File: src/rtl/out_uart_tx.sv
// out_uart_tx: buffered serial transmitter for the core output port.
// Each 16-bit word leaves as two 8N1 frames, high byte first.
module out_uart_tx #(
   parameter int CLKS_PER_BIT = 434,
   parameter int FIFO_DEPTH   = 16
) (
   input  logic                          clk,
   input  logic                          reset,
   input  logic                          out_en,
   input  logic [15:0]                   out_dat,
   input  logic                          is_halt,
   output logic                          txd,
   output logic                          busy,
   output logic                          overflow,
   output logic [$clog2(FIFO_DEPTH):0]   fifo_count,
   output logic                          drained
);

   localparam int AW = $clog2(FIFO_DEPTH);
   localparam int CW = AW + 1;
   localparam int BW = $clog2(CLKS_PER_BIT);
   localparam logic [BW-1:0] BAUD_MAX = BW'(CLKS_PER_BIT - 1);
   localparam logic [CW-1:0] FULL_CNT = CW'(FIFO_DEPTH);

   typedef enum logic [1:0] {
      IDLE,
      START,
      DATA,
      STOP
   } state_t;

   state_t           state_q;
   logic [BW-1:0]    baud_q;
   logic [2:0]       bit_idx_q;
   logic             byte_sel_q;
   logic [15:0]      hold_q;
   logic             txd_q;

   logic [15:0]      mem [FIFO_DEPTH];
   logic [AW-1:0]    wr_ptr_q, wr_ptr_d;
   logic [AW-1:0]    rd_ptr_q, rd_ptr_d;
   logic [CW-1:0]    count_q, count_d;
   logic             ovf_q, ovf_d;

   logic             empty;
   logic             full;
   logic             baud_done;
   logic             pop;
   logic             push;
   logic [15:0]      head;
   logic [7:0]       cur_byte;
   logic [2:0]       nxt_idx;

   assign empty     = (count_q == '0);
   assign full      = (count_q == FULL_CNT);
   assign baud_done = (baud_q == '0);
   assign head      = mem[rd_ptr_q];
   assign cur_byte  = byte_sel_q ? hold_q[7:0] : hold_q[15:8];
   assign nxt_idx   = bit_idx_q + 3'd1;

   // Words are taken from the FIFO when idle or at the end of a low-byte stop bit.
   assign pop  = !empty &&
                 ((state_q == IDLE) ||
                  ((state_q == STOP) && baud_done && byte_sel_q));
   // A full FIFO can still accept a word when the head leaves in the same cycle.
   assign push = out_en && (!full || pop);

   // FIFO pointer, occupancy and sticky overflow next-state.
   always_comb begin
      wr_ptr_d = wr_ptr_q;
      rd_ptr_d = rd_ptr_q;
      count_d  = count_q;
      ovf_d    = ovf_q | (out_en & ~push);
      if (push) begin
         wr_ptr_d = wr_ptr_q + AW'(1);
      end
      if (pop) begin
         rd_ptr_d = rd_ptr_q + AW'(1);
      end
      unique case ({push, pop})
         2'b10:   count_d = count_q + CW'(1);
         2'b01:   count_d = count_q - CW'(1);
         default: count_d = count_q;
      endcase
   end

   // FIFO bookkeeping registers.
   always_ff @(posedge clk or negedge reset) begin
      if (!reset) begin
         wr_ptr_q <= '0;
         rd_ptr_q <= '0;
         count_q  <= '0;
         ovf_q    <= 1'b0;
      end else begin
         wr_ptr_q <= wr_ptr_d;
         rd_ptr_q <= rd_ptr_d;
         count_q  <= count_d;
         ovf_q    <= ovf_d;
      end
   end

   // FIFO storage; contents need no reset since occupancy gates every read.
   always_ff @(posedge clk) begin
      if (push) begin
         mem[wr_ptr_q] <= out_dat;
      end
   end

   // Serializer: start, 8 data bits LSB first, stop; two frames per word.
   always_ff @(posedge clk or negedge reset) begin
      if (!reset) begin
         state_q    <= IDLE;
         baud_q     <= '0;
         bit_idx_q  <= '0;
         byte_sel_q <= 1'b0;
         hold_q     <= '0;
         txd_q      <= 1'b1;
      end else begin
         unique case (state_q)
            IDLE: begin
               txd_q <= 1'b1;
               if (pop) begin
                  hold_q     <= head;
                  byte_sel_q <= 1'b0;
                  baud_q     <= BAUD_MAX;
                  txd_q      <= 1'b0;
                  state_q    <= START;
               end
            end
            START: begin
               if (baud_done) begin
                  baud_q    <= BAUD_MAX;
                  bit_idx_q <= '0;
                  txd_q     <= cur_byte[0];
                  state_q   <= DATA;
               end else begin
                  baud_q <= baud_q - BW'(1);
               end
            end
            DATA: begin
               if (baud_done) begin
                  baud_q <= BAUD_MAX;
                  if (bit_idx_q == 3'd7) begin
                     txd_q   <= 1'b1;
                     state_q <= STOP;
                  end else begin
                     bit_idx_q <= nxt_idx;
                     txd_q     <= cur_byte[nxt_idx];
                  end
               end else begin
                  baud_q <= baud_q - BW'(1);
               end
            end
            STOP: begin
               if (baud_done) begin
                  baud_q <= BAUD_MAX;
                  if (!byte_sel_q) begin
                     byte_sel_q <= 1'b1;
                     txd_q      <= 1'b0;
                     state_q    <= START;
                  end else if (pop) begin
                     hold_q     <= head;
                     byte_sel_q <= 1'b0;
                     txd_q      <= 1'b0;
                     state_q    <= START;
                  end else begin
                     txd_q   <= 1'b1;
                     state_q <= IDLE;
                  end
               end else begin
                  baud_q <= baud_q - BW'(1);
               end
            end
            default: begin
               txd_q   <= 1'b1;
               state_q <= IDLE;
            end
         endcase
      end
   end

   assign txd        = txd_q;
   assign busy       = !empty || (state_q != IDLE);
   assign overflow   = ovf_q;
   assign fifo_count = count_q;
   assign drained    = is_halt && !busy;

endmodule

File: config.mk
export PLATFORM = sky130hd
export DESIGN_NAME = out_uart_tx
export DESIGN_NICKNAME = d
export VERILOG_FILES = /design/src/rtl/out_uart_tx.sv
export SDC_FILE = /design/constraint.sdc
export NUM_CORES = 1
export LEC_CHECK = 0
export CAP_MARGIN = 15
export CORE_MARGIN = 2
export CORE_UTILIZATION = 24
export DETAILED_ROUTE_END_ITERATION = 6
export GPL_TIMING_DRIVEN = 1
export SYNTH_ARGS = -nofsm -noshare
export SYNTH_HDL_FRONTEND = slang
export SYNTH_SLANG_ARGS = --single-unit
File: constraint.sdc
create_clock -name clk -period 9.05 [get_ports clk]
set_input_delay 0.905 -clock clk [delete_from_list [all_inputs] [get_ports clk]]
set_output_delay 0.905 -clock clk [all_outputs]
set_load 0.02 [all_outputs]
# After elaboration in Yosys (flattened, before gate mapping)
# Memory sizes are Yosys's and may differ from the RTL's.
# Cells that the tools add are included.
# totals
in_bits	20
latch_bits	0
ram_bits	256
regBits	46
memories	1
elab_cells	95
rom_bits	0
output_inout_bits	9
# memory_table
memory	words	word_bits	read_ports	rd_ports_with_merged_regs	write_ports	line_no	text
mem	16	16	1	0	1	39	logic [15:0] mem [FIFO_DEPTH];
# classes
n_eq_ne	14
div	0
reduce_logical	24
n_mux	36
n_addsub	6
bitwise	3
multipliers	0
order_cmp	1
n_shift	0
# ops
op	n
$mux 16	3
$pmux 16 s2	1
$mux 9	2
$pmux 9 s2	1
$mux 1	14
$ne 2x2->1 const B	7
$mux 2	5
$pmux 5 s2	1
$logic_not 9->1	1
$mux 3	3
$reduce_and 3->1	3
$sub 9x1->9 const B	1
$add 4x1->4 const B	2
$mux 8	1
$pmux 2 s4	1
$reduce_bool 2->1	4
$eq 2x2->1 const B	3
$pmux 3 s2	1
$add 5x1->5 const B	1
$eq 5x5->1 const B	1
$logic_and 1x1->1	5
$logic_not 5->1	1
$reduce_and 5->1	1
$sub 5x1->5 const B	1
other kinds (15)	20

# Depth between registers and ports, before layout
# logic_depth
depth_word	10
mapped_depth	13
mapped_depth_nobuf	13

# Least setup slack after synthesis
# Ideal clock, no wire load.
# synth_timing
kind	register to register
startpoint	reg baud_q[0]
endpoint	mem mem[3][0] (enable)
t_arrival_ns	2.683
period_less_slack_ns	3.092
stages_incl_launch_ff	8
required_ns	8.641
setup_time_ns	0.409
path_buffers	0
path_slack_ns	5.958
path_cell_list	dfrtp_1 > inv_1 > ha_1 > nor4b_4 > a31oi_4 > a31oi_4 > nand2_1 > nor3_1
# synth_via
elab_chain_cells	9
# synth_lines
item	line_no	text
from (decl)	33	logic [BW-1:0] baud_q;
from (signal assigned)	137	baud_q <= baud_q - BW'(1);
from (signal assigned)	151	baud_q <= baud_q - BW'(1);
from (signal assigned)	171	baud_q <= baud_q - BW'(1);
$logic_not 9->1	56	assign baud_done = (baud_q == '0);
$logic_and 1x1->1 (2 in a row)	64	((state_q == STOP) && baud_done && byte_sel_q));
$logic_or 1x1->1	63	((state_q == IDLE) ||
$logic_and 1x1->1	62	assign pop = !empty &&
$logic_or 1x1->1	66	assign push = out_en && (!full || pop);
$logic_and 1x1->1	66	
$mux 1	104	if (push) begin
$mux 1 (not written as such)	105	mem[wr_ptr_q] <= out_dat;
to (decl)	39	
# No other way between the ends.

# Worst setup path in the final report
# layout_timing
startpoint	reg state_q[0]
endpoint	out busy
# layout_via
elab_chain_cells	2
# layout_lines
item	line_no	text
from (decl)	32	state_t state_q;
from (signal assigned)	112	state_q <= IDLE;
from (signal assigned)	127	state_q <= START;
from (signal assigned)	135	state_q <= DATA;
$reduce_bool 2->1	183	assign busy = !empty || (state_q != IDLE);
$logic_or 1x1->1	183	
to (decl)	13	output logic busy,
# No other way between the ends.

==> flow_results.xml <==
<?xml version="1.0" encoding="UTF-8"?>
<metrics>
  <group name="setup_path">
    <metric name="data_required_time_at_the_worst_endpoint" unit="ns">8.15</metric>
    <metric name="cp_top_delay_family" unit="">buffers and inverters</metric>
    <metric name="crit_type" unit="">flop to primary output</metric>
    <metric name="ff2ff_setup_slack" unit="ns">5.86</metric>
    <metric name="crit_path_max_fanout" unit="">13</metric>
    <metric name="timing.reg2reg.worst_path_depth" unit="">12</metric>
    <metric name="setup.worst_path.end" unit="">busy</metric>
    <metric name="critical_path_depth" unit="">5</metric>
    <metric name="critical_path.reg2reg.startpoint" unit="">state_q[0]</metric>
    <metric name="cp-end-kind" unit="">primary output</metric>
    <metric name="cp_num_buf_inv" unit="">2</metric>
    <metric name="slowest_delay" unit="ns">0.63</metric>
    <metric name="worst_path_max_delay_cell" unit="">clkdlybuf4s50_1</metric>
    <metric name="worst_setup_path_startpoint" unit="">state_q[0]</metric>
    <metric name="cp.arrival" unit="ns">3.00</metric>
    <metric name="worstPathCellList" unit="">inv_1 -&gt; ha_1 -&gt; nor2b_1 -&gt; nand2_1 -&gt; clkdlybuf4s50_1</metric>
    <metric name="worst_r2r_endpoint" unit="">fifo_count[4]</metric>
    <metric name="critical_path.startpoint_type" unit="">flop</metric>
  </group>
  <group name="final_layout">
    <metric name="antenna_cells" unit="">0</metric>
    <metric name="nNetsFinal" unit="">734</metric>
    <metric name="layout_overhead_on_the_synthesized_area" unit="%">17.0</metric>
    <metric name="layout-drive-gt1-share" unit="">0.254</metric>
  </group>
  <group name="grt">
    <metric name="grt_overflow" unit="">0</metric>
    <metric name="maximum_number_of_pins_on_one_net_before_global_route_repair" unit="">68</metric>
    <metric name="first_global_vias" unit="">6259</metric>
    <metric name="antenna_violations_before_repair" unit="">0</metric>
    <metric name="grt_first_pass_wirelength" unit="mm">40.1</metric>
    <metric name="grt_util_all_layers" unit="">0.101</metric>
  </group>
  <group name="sta">
    <metric name="final_hold_viol_count" unit="">0</metric>
    <metric name="setup_violations" unit="">0</metric>
    <metric name="clock-skew-final" unit="ns">0.0235</metric>
    <metric name="finalSetupTns" unit="ns">0</metric>
    <metric name="tightest_slew" unit="ns">0.993</metric>
    <metric name="max_clock_freq" unit="MHz">256</metric>
    <metric name="grt_setup_unrepaired" unit="">false</metric>
    <metric name="maxSlewHeadroom" unit="">0.338</metric>
    <metric name="report.final.slew_viol_count" unit="">0</metric>
    <metric name="layout_setup_ws" unit="ns">5.15</metric>
    <metric name="final_min_period_over_clock_period" unit="">0.431</metric>
    <metric name="post-route-min-period" unit="ns">3.90</metric>
  </group>
  <group name="clock_tree">
    <metric name="insertion_delay" unit="ns">0.59</metric>
    <metric name="cts_setup_buffers" unit="">0</metric>
    <metric name="post_cts_resized" unit="">0</metric>
    <metric name="clock_pin_slew_on_the_worst_setup_and_hold_paths" unit="ns">0.06</metric>
    <metric name="clock_sink_count" unit="">302</metric>
    <metric name="cts.hold.buffers_added" unit="">0</metric>
    <metric name="numCtsBuffers" unit="">31</metric>
    <metric name="root_buffer" unit="">clkbuf_16</metric>
    <metric name="cts_htree_levels" unit="">1</metric>
    <metric name="tritoncts" unit="">yes</metric>
    <metric name="cts_max_path_buffers" unit="">3</metric>
  </group>
  <group name="placement">
    <metric name="place_worst_setup_slack" unit="ns">5.16</metric>
    <metric name="dp.final_hpwl" unit="mm">16.4</metric>
    <metric name="gp_congestion" unit="">0.726</metric>
    <metric name="buffer_ports.inserted" unit="">28</metric>
  </group>
  <group name="synthesis">
    <metric name="postSynthNetCount" unit="">692</metric>
    <metric name="post_synth_main_area_contributors" unit="">edfxtp_1, mux4_2, dfrtp_1</metric>
    <metric name="post_synth_instance_area" unit="mm²">0.0124</metric>
    <metric name="synth.avg_cell_area" unit="µm²">19.0</metric>
    <metric name="synth_seq_area_share" unit="">0.712</metric>
    <metric name="synth.lib_cells_used.distinct" unit="">63</metric>
    <metric name="synth_largest_area_cell" unit="">edfxtp_1</metric>
    <metric name="ys_warn_count" unit="">0</metric>
    <metric name="postSynth.asyncResetShare" unit="">0.152</metric>
    <metric name="synthCells" unit="">655</metric>
    <metric name="ys.flop_type" unit="">edfxtp_1</metric>
    <metric name="synth_enable_flop_cells" unit="">256</metric>
    <metric name="synth_top_area_share" unit="">0.619</metric>
    <metric name="yosys_register_bits" unit="">302</metric>
  </group>
  <group name="outcome">
    <metric name="run_status" unit="">finished, final reports clean</metric>
  </group>
  <group name="floorplan">
    <metric name="floorplan.die.width" unit="µm">231</metric>
    <metric name="i_o_pins" unit="">29</metric>
    <metric name="floorplan.die.height" unit="µm">231</metric>
    <metric name="die-area" unit="mm²">0.0536</metric>
    <metric name="core-area" unit="mm²">0.0512</metric>
    <metric name="placementRows" unit="">83</metric>
    <metric name="initial_core_util" unit="">0.242</metric>
  </group>
  <group name="worst_hold_path">
    <metric name="hp-class" unit="">input port to asynchronous set/reset pin</metric>
  </group>
  <group name="run">
    <metric name="max_cap_viol_count" unit="">0</metric>
  </group>
  <group name="drt">
    <metric name="post_drt_via_cell_ratio" unit="">4.40</metric>
    <metric name="drt-wirelength-per-cell" unit="µm">19.1</metric>
    <metric name="drt_first_pass_iters" unit="">5</metric>
    <metric name="drtAntennaViolNets" unit="">0</metric>
    <metric name="dr.first_iter.drc_count" unit="">612</metric>
    <metric name="num_vias" unit="">6161</metric>
    <metric name="drt_wirelength" unit="mm">26.8</metric>
    <metric name="post-route-drc-count" unit="">0</metric>
  </group>
  <group name="power">
    <metric name="leakagePower" unit="nW">4.71</metric>
    <metric name="vdd_drop_max" unit="mV">0.152</metric>
    <metric name="p_per_area" unit="mW/mm²">313</metric>
    <metric name="post-layout-total-power" unit="mW">4.55</metric>
  </group>
</metrics>
[where the power goes]
part / internal, mW / total (mW) / switching (mW)
Clock: 0.731 / 1.27 / 0.544
Sequential: 1.73 / 1.90 / 0.169
Combinational: 0.625 / 1.38 / 0.753
[sequential cells by signal, summed over array words and instances, names as in the netlist, 2 cells and up]
signal	flops
hold_q	16
state_q	2
mem	256
rd_ptr_q	4
bit_idx_q	3
wr_ptr_q	4
fifo_count	5
baud_q	9
[how the worst min path moves through the flow]
stage,end,slack [ns]
3_5_place_dp,overflow,0.47
4_1_cts,wr_ptr_q[2],0.32
2_1_floorplan,baud_q[0],0.48
5_1_grt,baud_q[8],0.36
3_3_place_gp,overflow,0.45
6_report,hold_q[1],0.33
[layer usage]
metal,part of all wire,routed length [µm],GRT usage,up-vias
met5,0,0,0,-
met2,0.46,12400,0.157,133
li1,-,-,-,2763
met3,0.051,1360,0.0176,37
met1,0.46,12400,0.145,3228
met4,0.024,654,0.0258,0
[kinds of logic (layout without fill, tap and decap cells)]
kind of cell / count (synthesis) / count (layout) / synth area share
DFF: 302 / 302 / 0.712
and+or+nand+nor: 104 / 104 / 0.0469
muxes: 91 / 91 / 0.145
AOI/OAI and AO/OA: 88 / 88 / 0.0540
buffers and inverters: 42 / 108 / 0.0166
adders and majority gates: 17 / 17 / 0.0177
xor gates and xnor gates: 11 / 11 / 0.00776
[cell type report]
cell class	instances	area, µm²
fillers	5012	36700
well taps	680	851
clock inverters	18	196
inverters	12	45.0
repair buffers	39	358
clock buffers	39	816
flip-flops and latches	302	8840
multi-input cells	311	3420
[cells in the final DEF, fill, tap and decap left out, types with 3 or more instances in the layout]
cell	instances
nor2b_1	6
nor2_1	9
nand2b_1	3
bufinv_16	3
mux2_2	19
o21ai_1	4
o21ai_0	9
clkdlybuf4s50_1	27
nand2_1	36
nor3_2	4
nor2_2	13
mux4_2	69
ha_1	16
a22oi_1	32
edfxtp_1	256
a22o_1	8
nor3_1	7
dfrtp_1	43
clkbuf_1	7
clkinv_1	3
o22ai_1	3
a21oi_1	11
nand4_1	4
inv_1	11
nand3_1	3
clkbuf_16	31
clkinv_2	8
buf_4	11
xnor2_1	10
[cells in the mapped netlist (3+ instances only)]
| library cell | instances |
|---|---|
| nor2b_1 | 6 |
| inv_1 | 11 |
| o21ai_0 | 9 |
| ha_1 | 16 |
| o22ai_1 | 3 |
| mux4_2 | 69 |
| a22o_1 | 8 |
| edfxtp_1 | 256 |
| a22oi_1 | 32 |
| buf_2 | 9 |
| clkbuf_1 | 12 |
| nand4_1 | 4 |
| mux2_2 | 19 |
| o21ai_1 | 4 |
| buf_4 | 4 |
| dfrtp_1 | 45 |
| buf_6 | 3 |
| nand3_1 | 3 |
| nand2_1 | 36 |
| nand2b_1 | 3 |
| nor2_1 | 21 |
| nor3_1 | 11 |
| xnor2_1 | 10 |
| a21oi_1 | 11 |
[through the flow]
stage | instance area (µm²) | hold slack, ns | cells | util
floorplan | 12400 | 0.475 | 655 | -
global placement | 13500 | 0.448 | 1344 | 0.264
detailed placement | 13500 | 0.474 | 1344 | 0.264
CTS | 14500 | 0.324 | 1401 | 0.284
global route | 14500 | 0.360 | 1401 | 0.284
finish | 14500 | 0.333 | 1401 | 0.284
Power figures use the tool's default switching activity.
